[src/rtl/spi_reg_bank.sv]
// SPI slave register bank: NREG write registers and NREG read-back ports behind one chip select.
// Define SPI_REG_BANK_BURST_EN to auto-increment the register index across data words in one frame.
module spi_reg_bank #(
  parameter int              NBIT     = 8,
  parameter int              NREG     = 4,
  parameter int              BASE_ADR = 1,
  parameter logic [NBIT-1:0] RST_VAL  = '1
) (
  input  logic                 clk,
  input  logic                 rst,
  input  logic                 sclk,
  input  logic                 mosi,
  input  logic                 cs,
  output logic                 miso,
  output logic [NREG*NBIT-1:0] out,
  input  logic [NREG*NBIT-1:0] inport,
  output logic [NREG-1:0]      wr_stb,
  output logic [NREG-1:0]      rd_stb
);

  localparam int IW = (NREG > 1) ? $clog2(NREG) : 1;
  localparam int SW = (NBIT > 8) ? NBIT - 1 : 7;
`ifdef SPI_REG_BANK_BURST_EN
  localparam bit BURST = 1'b1;
`else
  localparam bit BURST = 1'b0;
`endif

  typedef enum logic [2:0] {IDLE, ADDR, WDATA, RDATA, IGNORE} state_t;

  state_t                      state, state_nxt;
  logic [2:0]                  sclk_q, cs_q;
  logic [1:0]                  mosi_q;
  logic                        sclk_rise, sclk_fall, cs_rise, cs_fall, mosi_b;
  logic [4:0]                  bit_cnt;
  logic [SW-1:0]               sh;
  logic [NBIT-1:0]             rd_sh;
  logic [IW-1:0]               idx;
  logic [NREG-1:0][NBIT-1:0]   out_q, in_arr;
  logic [6:0]                  adr_idx;
  logic                        in_range, last_reg, addr_done, word_done;

  assign out    = out_q;
  assign in_arr = inport;
  assign miso   = (state == RDATA) ? rd_sh[NBIT-1] : 1'b1;

  // Synchronizers are deliberately not reset: they keep tracking the pins so
  // a reset in mid-frame cannot fabricate a cs edge.
  always_ff @(posedge clk) begin
    sclk_q <= {sclk_q[1:0], sclk};
    cs_q   <= {cs_q[1:0], cs};
    mosi_q <= {mosi_q[0], mosi};
  end

  assign sclk_rise = (sclk_q[2:1] == 2'b01);
  assign sclk_fall = (sclk_q[2:1] == 2'b10);
  assign cs_rise   = (cs_q[2:1] == 2'b01);
  assign cs_fall   = (cs_q[2:1] == 2'b10);
  assign mosi_b    = mosi_q[1];

  always_comb begin
    state_nxt = state;
    addr_done = 1'b0;
    word_done = 1'b0;
    adr_idx   = {sh[5:0], mosi_b} - 7'(BASE_ADR);
    in_range  = (adr_idx < 7'(NREG));
    last_reg  = (idx == IW'(NREG - 1));
    if (cs_rise) state_nxt = IDLE;
    else begin
      case (state)
        IDLE: if (cs_fall) state_nxt = ADDR;
        ADDR: if (sclk_rise && bit_cnt == 5'd7) begin
          addr_done = 1'b1;
          state_nxt = !in_range ? IGNORE : (sh[6] ? WDATA : RDATA);
        end
        WDATA, RDATA: if (sclk_rise && bit_cnt == 5'(NBIT - 1)) begin
          word_done = 1'b1;
          if (!BURST || last_reg) state_nxt = IGNORE;
        end
        default: ;
      endcase
    end
  end

  always_ff @(posedge clk) begin
    if (rst) begin
      state   <= IDLE;
      bit_cnt <= '0;
      sh      <= '0;
      rd_sh   <= '1;
      idx     <= '0;
      out_q   <= {NREG{RST_VAL}};
      wr_stb  <= '0;
      rd_stb  <= '0;
    end else begin
      state  <= state_nxt;
      wr_stb <= '0;
      rd_stb <= '0;
      if (sclk_rise) sh <= {sh[SW-2:0], mosi_b};
      if (cs_rise || state == IDLE || addr_done || word_done) bit_cnt <= '0;
      else if (sclk_rise) bit_cnt <= bit_cnt + 5'd1;
      // The fall closing the last address/data bit must not consume the fresh MSB.
      if (state == RDATA && sclk_fall && bit_cnt != '0) rd_sh <= rd_sh << 1;
      if (addr_done) begin
        idx <= adr_idx[IW-1:0];
        if (in_range && !sh[6]) begin
          rd_sh                  <= in_arr[adr_idx[IW-1:0]];
          rd_stb[adr_idx[IW-1:0]] <= 1'b1;
        end
      end
      if (word_done) begin
        if (state == WDATA) begin
          out_q[idx]  <= {sh[NBIT-2:0], mosi_b};
          wr_stb[idx] <= 1'b1;
        end
        if (BURST && !last_reg) begin
          idx <= idx + 1'b1;
          if (state == RDATA) begin
            rd_sh               <= in_arr[idx + 1'b1];
            rd_stb[idx + 1'b1]  <= 1'b1;
          end
        end
      end
    end
  end

endmodule
[config.mk]
export PLATFORM = sky130hd
export DESIGN_NAME = spi_reg_bank
export DESIGN_NICKNAME = d
export VERILOG_FILES = /design/src/rtl/spi_reg_bank.sv
export SDC_FILE = /design/constraint.sdc
export NUM_CORES = 1
export LEC_CHECK = 0
export ABC_AREA = 1
export BUFFER_PORTS_ARGS = -buffer_cell sky130_fd_sc_hd__clkbuf_2
export CORE_MARGIN = 2
export CORE_UTILIZATION = 52
export DETAILED_ROUTE_END_ITERATION = 8
export GPL_TIMING_DRIVEN = 0
export PLACE_DENSITY = 0.78
export REMOVE_ABC_BUFFERS = 1
export SLEW_MARGIN = 5
export SYNTH_ARGS = -nofsm -noshare
export SYNTH_HDL_FRONTEND = slang
export SYNTH_SLANG_ARGS = --single-unit
[constraint.sdc]
create_clock -name clk -period 2.3 [get_ports clk]
set_input_delay 0.345 -clock clk [delete_from_list [all_inputs] [get_ports clk]]
set_output_delay 0.345 -clock clk [all_outputs]
set_load 0.03 [all_outputs]
# Yosys cells after proc, flatten, opt, wreduce, memory -nomap -nowiden
# Cells that the tools add are included.
[totals]
inputBits = 37
reg_bits = 73
out_inout_bits = 41
wordCells = 80
[classes]
order_cmp = 5
n_reduce_logical = 20
n_addsub = 2
eq_ne = 11
mux = 24
n_bitwise = 4
[ops]
columns = ["op", "n"]
rows = [
  ["8-bit 2-to-1 mux", 5],
  ["32-bit bitwise mux", 1],
  ["8-bit binary-select mux with 2-bit select", 1],
  ["8-bit demux with 2-bit select", 1],
  ["3-bit 2-to-1 mux", 4],
  ["1-bit 2-to-1 mux", 9],
  ["3-bit one-hot mux with 3 select lines", 1],
  ["7-bit by 3-bit < comparator with 1-bit output (second input constant)", 1],
  ["7-bit by 1-bit subtractor with 7-bit output (second input constant)", 1],
  ["3-bit by 2-bit == test with 1-bit output (second input constant)", 2],
  ["1-bit logical AND", 6],
  ["2-bit by 3-bit < comparator with 1-bit output (second input constant)", 2],
  ["2-bit != test (second input constant)", 3],
  ["2-bit OR reduction", 3],
  ["3-bit OR reduction", 2],
  ["5-bit by 1-bit adder with 5-bit output (second input constant)", 1],
  ["5-bit by 3-bit == test with 1-bit output (second input constant)", 1],
  ["5-bit nonzero test", 1],
  ["1-bit demux with 2-bit select", 2],
  ["2-bit by 1-bit == test with 1-bit output (second input constant)", 2],
  ["2-bit == test (second input constant)", 2],
  ["2-bit by 1-bit >= comparator with 1-bit output (second input constant)", 2],
  ["1-bit NOT", 4],
  ["4-bit AND reduction", 1],
  ["6 further kinds", 8],
]

# Longest topological paths before layout
[logic_depth]
depth_word = 8
ltp_mapped = 13
ltp_nobuf = 11

# Least setup slack after synthesis
# Ideal clock, no wire load.
[synth_path]
path_kind = "reg2reg"
start = "register mosi_q[1]"
end = "register rd_sh[0]"
arrival_time_ns = 1.909
path_buffers = 2
path_stages_with_launch = 14
period_less_slack_ns = 2.042
setup_time_ns = 0.134
setup_slack_ns = 0.258
required_time_ns = 2.166
cell_sequence = "dfxtp_1 inv_1 buf_2 clkbuf_1 ha_1 inv_1 nand2_1 nand2_1 nor2_1 nand3_1 inv_1 nand2_1 nand3_1 nand3_1"
[synth_between]
elab_chain_cells = 5
elab_cells_between_ends = 7
cone_classes = "add/sub (1); order compare (1); mux (4); reduce/logical (1)"
[synth_lines]
columns = ["element", "line_no", "text"]
rows = [
  ["start, declared", "33", "logic [1:0] mosi_q;"],
  ["start signal, assigned", "52", "mosi_q <= {mosi_q[0], mosi};"],
  ["7-bit by 1-bit subtractor with 7-bit output (*)", "65", "adr_idx = {sh[5:0], mosi_b} - 7'(BASE_ADR);"],
  ["named net adr_idx[0]", "40", "logic [6:0] adr_idx;"],
  ["7-bit by 3-bit < comparator with 1-bit output or 8-bit binary-select mux with 2-bit select (tied branches)", "66, 107", ""],
  ["1-bit logical AND or 8-bit 2-to-1 mux (tied branches)", "106, 107", ""],
  ["8-bit 2-to-1 mux (*)", "106", "if (in_range && !sh[6]) begin"],
  ["8-bit 2-to-1 mux (*)", "104", "if (addr_done) begin"],
  ["end signal, assigned", "103", "if (state == RDATA && sclk_fall && bit_cnt != '0) rd_sh <= rd_sh << 1;"],
  ["end signal, assigned", "107", "rd_sh <= in_arr[adr_idx[IW-1:0]];"],
  ["end signal, assigned", "119", "rd_sh <= in_arr[idx + 1'b1];"],
  ["end, declared", "37", "logic [NBIT-1:0] rd_sh;"],
]
# Mark *: on every way through the listed nets, which the timed path passes. The rest lies on a longest branch. The select of a mux whose other input is x is not followed.
# A chain may end at the register's enable or synchronous reset.

# Final worst setup path
[layout_path]
start = "register sh[0]"
end = "register rd_sh[3]"
[layout_between]
elab_chain_cells = 5
elab_cells_between_ends = 7
cone_classes = "add/sub (1); order compare (1); mux (4); reduce/logical (1)"
[layout_lines]
columns = ["element", "line_no", "text"]
rows = [
  ["start, declared", "36", "logic [SW-1:0] sh;"],
  ["start signal, assigned", "99", "if (sclk_rise) sh <= {sh[SW-2:0], mosi_b};"],
  ["7-bit by 1-bit subtractor with 7-bit output (*)", "65", ""],
  ["7-bit by 3-bit < comparator with 1-bit output or 8-bit binary-select mux with 2-bit select (tied branches)", "66, 107", ""],
  ["1-bit logical AND or 8-bit 2-to-1 mux (tied branches)", "106, 107", ""],
  ["8-bit 2-to-1 mux (*)", "106", ""],
  ["8-bit 2-to-1 mux (*)", "104", ""],
]
# Mark *: on every way between the ends. The rest lies on a longest branch, timed or not. The select of a mux whose other input is x is not followed.

==> run_results.csv <==
group,metric,value,unit
synthesis,synth_ff_type,"dfxtp_1",
placed_design,dp_slack,-0.620,ns
clock_network,root_buffer,"clkbuf_8",
sta,slew_viol_final,0,
setup_path,reg2reg_slack,0.18,ns
sta,tightest_slew,0.800,ns
synthesis,synth_top_area_frac,0.473,
placed_design,port_buffers,77,
synthesis,syn_inst,417,
placed_design,dp_hpwl,4.81,mm
power_and_ir_drop,ir_worst_vdd,336,uV
clock_network,cts_tree,"done",
synthesis,synth_common_cells,"132 x nand2_1, 73 x dfxtp_1, 57 x nand3_1",
placed_design,postPlaceCellArea,3520,sq um
min_path,hold_path_depth,1,
sta,worst_slack,0.181,ns
drt,avgRoutedWirePerCell,11.8,microns
placed_design,routabilityCongestion,0.795,
sta,fmax,472,MHz
layout,n_fill_cell,504,
sta,finalWorstPathRequiredPeriod,2.12,ns
layout,fin_nets,540,
sta,clock_skew,0.0118,ns
drt,vias,2921,
synthesis,synthArstFlopShare,0,
clock_network,htreeDepth,3,
drt,drc,0,
sta,hold_viol_final,0,
global_routing,grt_pass1_wl,10.9,mm
floorplan,io_pins,78,
synthesis,synth.ff_latch_count,73,
layout,final_cell_area,3730,sq um
min_path,hold_end,"mosi_q[0]$_DFF_P_",
layout,area_growth,20.8,%
floorplan,dieArea,6570,sq um
setup_path,crit_fanout,9,
synthesis,syn_area,3090,sq um
synthesis,avgSynthCellArea,7.40,sq um
synthesis,synth_top_cell_by_area,"dfxtp_1",
global_routing,grt_pass1_vias,2502,
floorplan,die_y,81.0,microns
global_routing,grt_max_degree,52,
setup_path,required,2.49,ns
synthesis,synth_most_common_cell,"nand2_1",
drt,drtIter0Drc,161,
power_and_ir_drop,p_leak,1.81,nW
setup_path,r2r_end,"rd_sh[3]$_SDFF_PP1_",
layout,n_antenna_cell,0,
flow_run,drv_cap,0,
global_routing,gr-total-overflow,0,
sta,hold_ws,0.0914,ns
floorplan,core_area,5820,sq um
layout,multi_input_area,1450,sq um
layout,postLayoutCoreUtil,0.641,
floorplan,die_x,81.0,microns
power_and_ir_drop,finalPower,0.00235,W
layout,seq_area,1470,sq um
sta,fin_crit_sh,0.921,
setup_path,cp-start-kind,"register",
drt,first_pass_iters,5,
synthesis,synth_area_leaders,"dfxtp_1 47%, nand2_1 16%, nand3_1 9.2%",
clock_network,clockBufferDepth,2,
clock_network,clock_sinks,73,
setup_path,cp.arrival,2.31,ns
clock_network,clk_pin_slew,0.08,ns
min_path,hold_path_startpoint,"mosi",
synthesis,synth_edf_count,0,
synthesis,synth-seq-area-share,0.473,
layout,drive_gt1_frac,0.235,
global_routing,track_usage,0.215,
status,status,"complete, no violations",
clock_network,clkLatencyLatePin,0.35,ns
min_path,min_path_type,"input port to register",
setup_path,r2r_start,"sh[0]$_SDFFE_PP0N_",
setup_path,endpoint_kind,"register",
sta,setup_violations,0,
drt,final_antenna_net_count,0,
synthesis,yosysWarnings,0,
setup_path,worst-r2r-cell-count,10,
power_and_ir_drop,p_per_area,632,nW/um^2
synthesis,synth_cell_types,28,
setup_path,timing_worst_setup_path_type,"register to register",
floorplan,initial_core_util,0.531,
clock_network,cts_made_buffers,9,
drt,drt-total-wl,6.79,mm
sta,slew_headroom,0.466,
global_routing,antenna_found_initial,0,
drt,routed_via_density,5.06,
floorplan,core.rowCount,28,
-- layout make-up --
| cell class | count | area share |
|---|---|---|
| Sequential cell | 73 | 0.393 |
| Multi-Input combinational cell | 298 | 0.389 |
| Inverter | 35 | 0.0363 |
| Timing Repair inverter | 1 | 0.00134 |
| Tap cell | 75 | 0.0252 |
| Clock inverter | 5 | 0.0107 |
| Clock buffer | 11 | 0.0352 |
| Timing Repair Buffer | 79 | 0.109 |
-- worst max path at each step --
stage / start / cells after the start / slack [ns] / endpoint
finish: sh[0]$_SDFFE_PP0N_ / 10 / 0.18 / rd_sh[3]$_SDFF_PP1_
global route: sh[0]$_SDFFE_PP0N_ / 10 / -0.01 / rd_sh[2]$_SDFF_PP1_
CTS: mosi_q[1]$_DFF_P_ / 10 / 0.17 / rd_sh[6]$_SDFF_PP1_
detailed placement: mosi_q[1]$_DFF_P_ / 10 / -0.62 / rd_sh[6]$_SDFF_PP1_
global placement: mosi_q[1]$_DFF_P_ / 10 / -0.56 / rd_sh[0]$_SDFF_PP1_
floorplan: mosi_q[1]$_DFF_P_ / 10 / 0.09 / rd_sh[0]$_SDFF_PP1_
-- per-layer routing --
layer / track usage / part of all wire / vias to the layer above
met5: 0 / 0 / -
met4: 0.0915 / 0.015 / 0
met3: 0.0433 / 0.050 / 7
met2: 0.362 / 0.47 / 76
met1: 0.266 / 0.46 / 1319
li1: - / - / 1519
-- through the flow --
step                      setup TNS [ns]  cells
after global routing             -0.0379    577
after CTS                              0    576
final                                  0    577
after detailed placement           -8.62    558
after global placement             -7.89    558
after floorplan                        0    406
-- critical path, cell delays in order (launching register included) --
cell and delay, ns:
dfxtp_1 0.55, inv_1 0.15, ha_1 0.22, nand2_1 0.07, nand2_1 0.05, nor2_1 0.25, nand3_1 0.22, inv_1 0.12
nand2_1 0.16, nand2_1 0.11, nand3_1 0.07
-- power by group --
group | switching (W) | leakage (nW) | internal (W)
clock network | 0.000481 | 0.0883 | 0.000402
logic | 0.000103 | 1.13 | 0.0000634
registers | 0.0000257 | 0.594 | 0.00128
-- state kept, by name, indices dropped and copies added (netlist names) --
name and cells:
sh 7, idx 2, cs_q 3, mosi_q 2, rd_stb 4, out 32, bit_cnt 5, state 3
wr_stb 4, sclk_q 3, rd_sh 8
-- cells by family after synthesis --
group           share of synthesized area
buf+inv                            0.0567
simple gates                        0.364
compound gates                     0.0762
flops                               0.473
xor+xnor                          0.00568
fa+ha+maj                          0.0243
-- layout by cell type (no fill, tap or decap) --
master,count
clkbuf_1,2
nand2_1,132
nor4_1,2
xor2_1,2
buf_4,1
nand4_2,1
nor3_1,2
clkinv_4,2
inv_2,6
dfxtp_1,72
nand2_2,2
o22ai_1,6
dfxtp_4,1
clkinvlp_4,1
clkbuf_2,77
a21oi_1,15
o21ai_1,1
o21ai_0,22
nor2_1,32
nand4_4,1
nand4_1,3
ha_1,6
nor3_2,2
nor3b_1,1
nand3_1,57
nor2_4,8
inv_1,28
o21bai_1,1
clkinv_2,1
clkinvlp_2,1
or2_2,1
clkbuf_8,10
nand3_2,1
inv_6,2
-- timing repair --
item	CTS	global route
endpoints found under the setup margin	16	2
gates resized for setup	3	0
hold buffers	0	0
buffers inserted	1	1
gates cloned	1	0
Power figures use the tool's default switching activity.
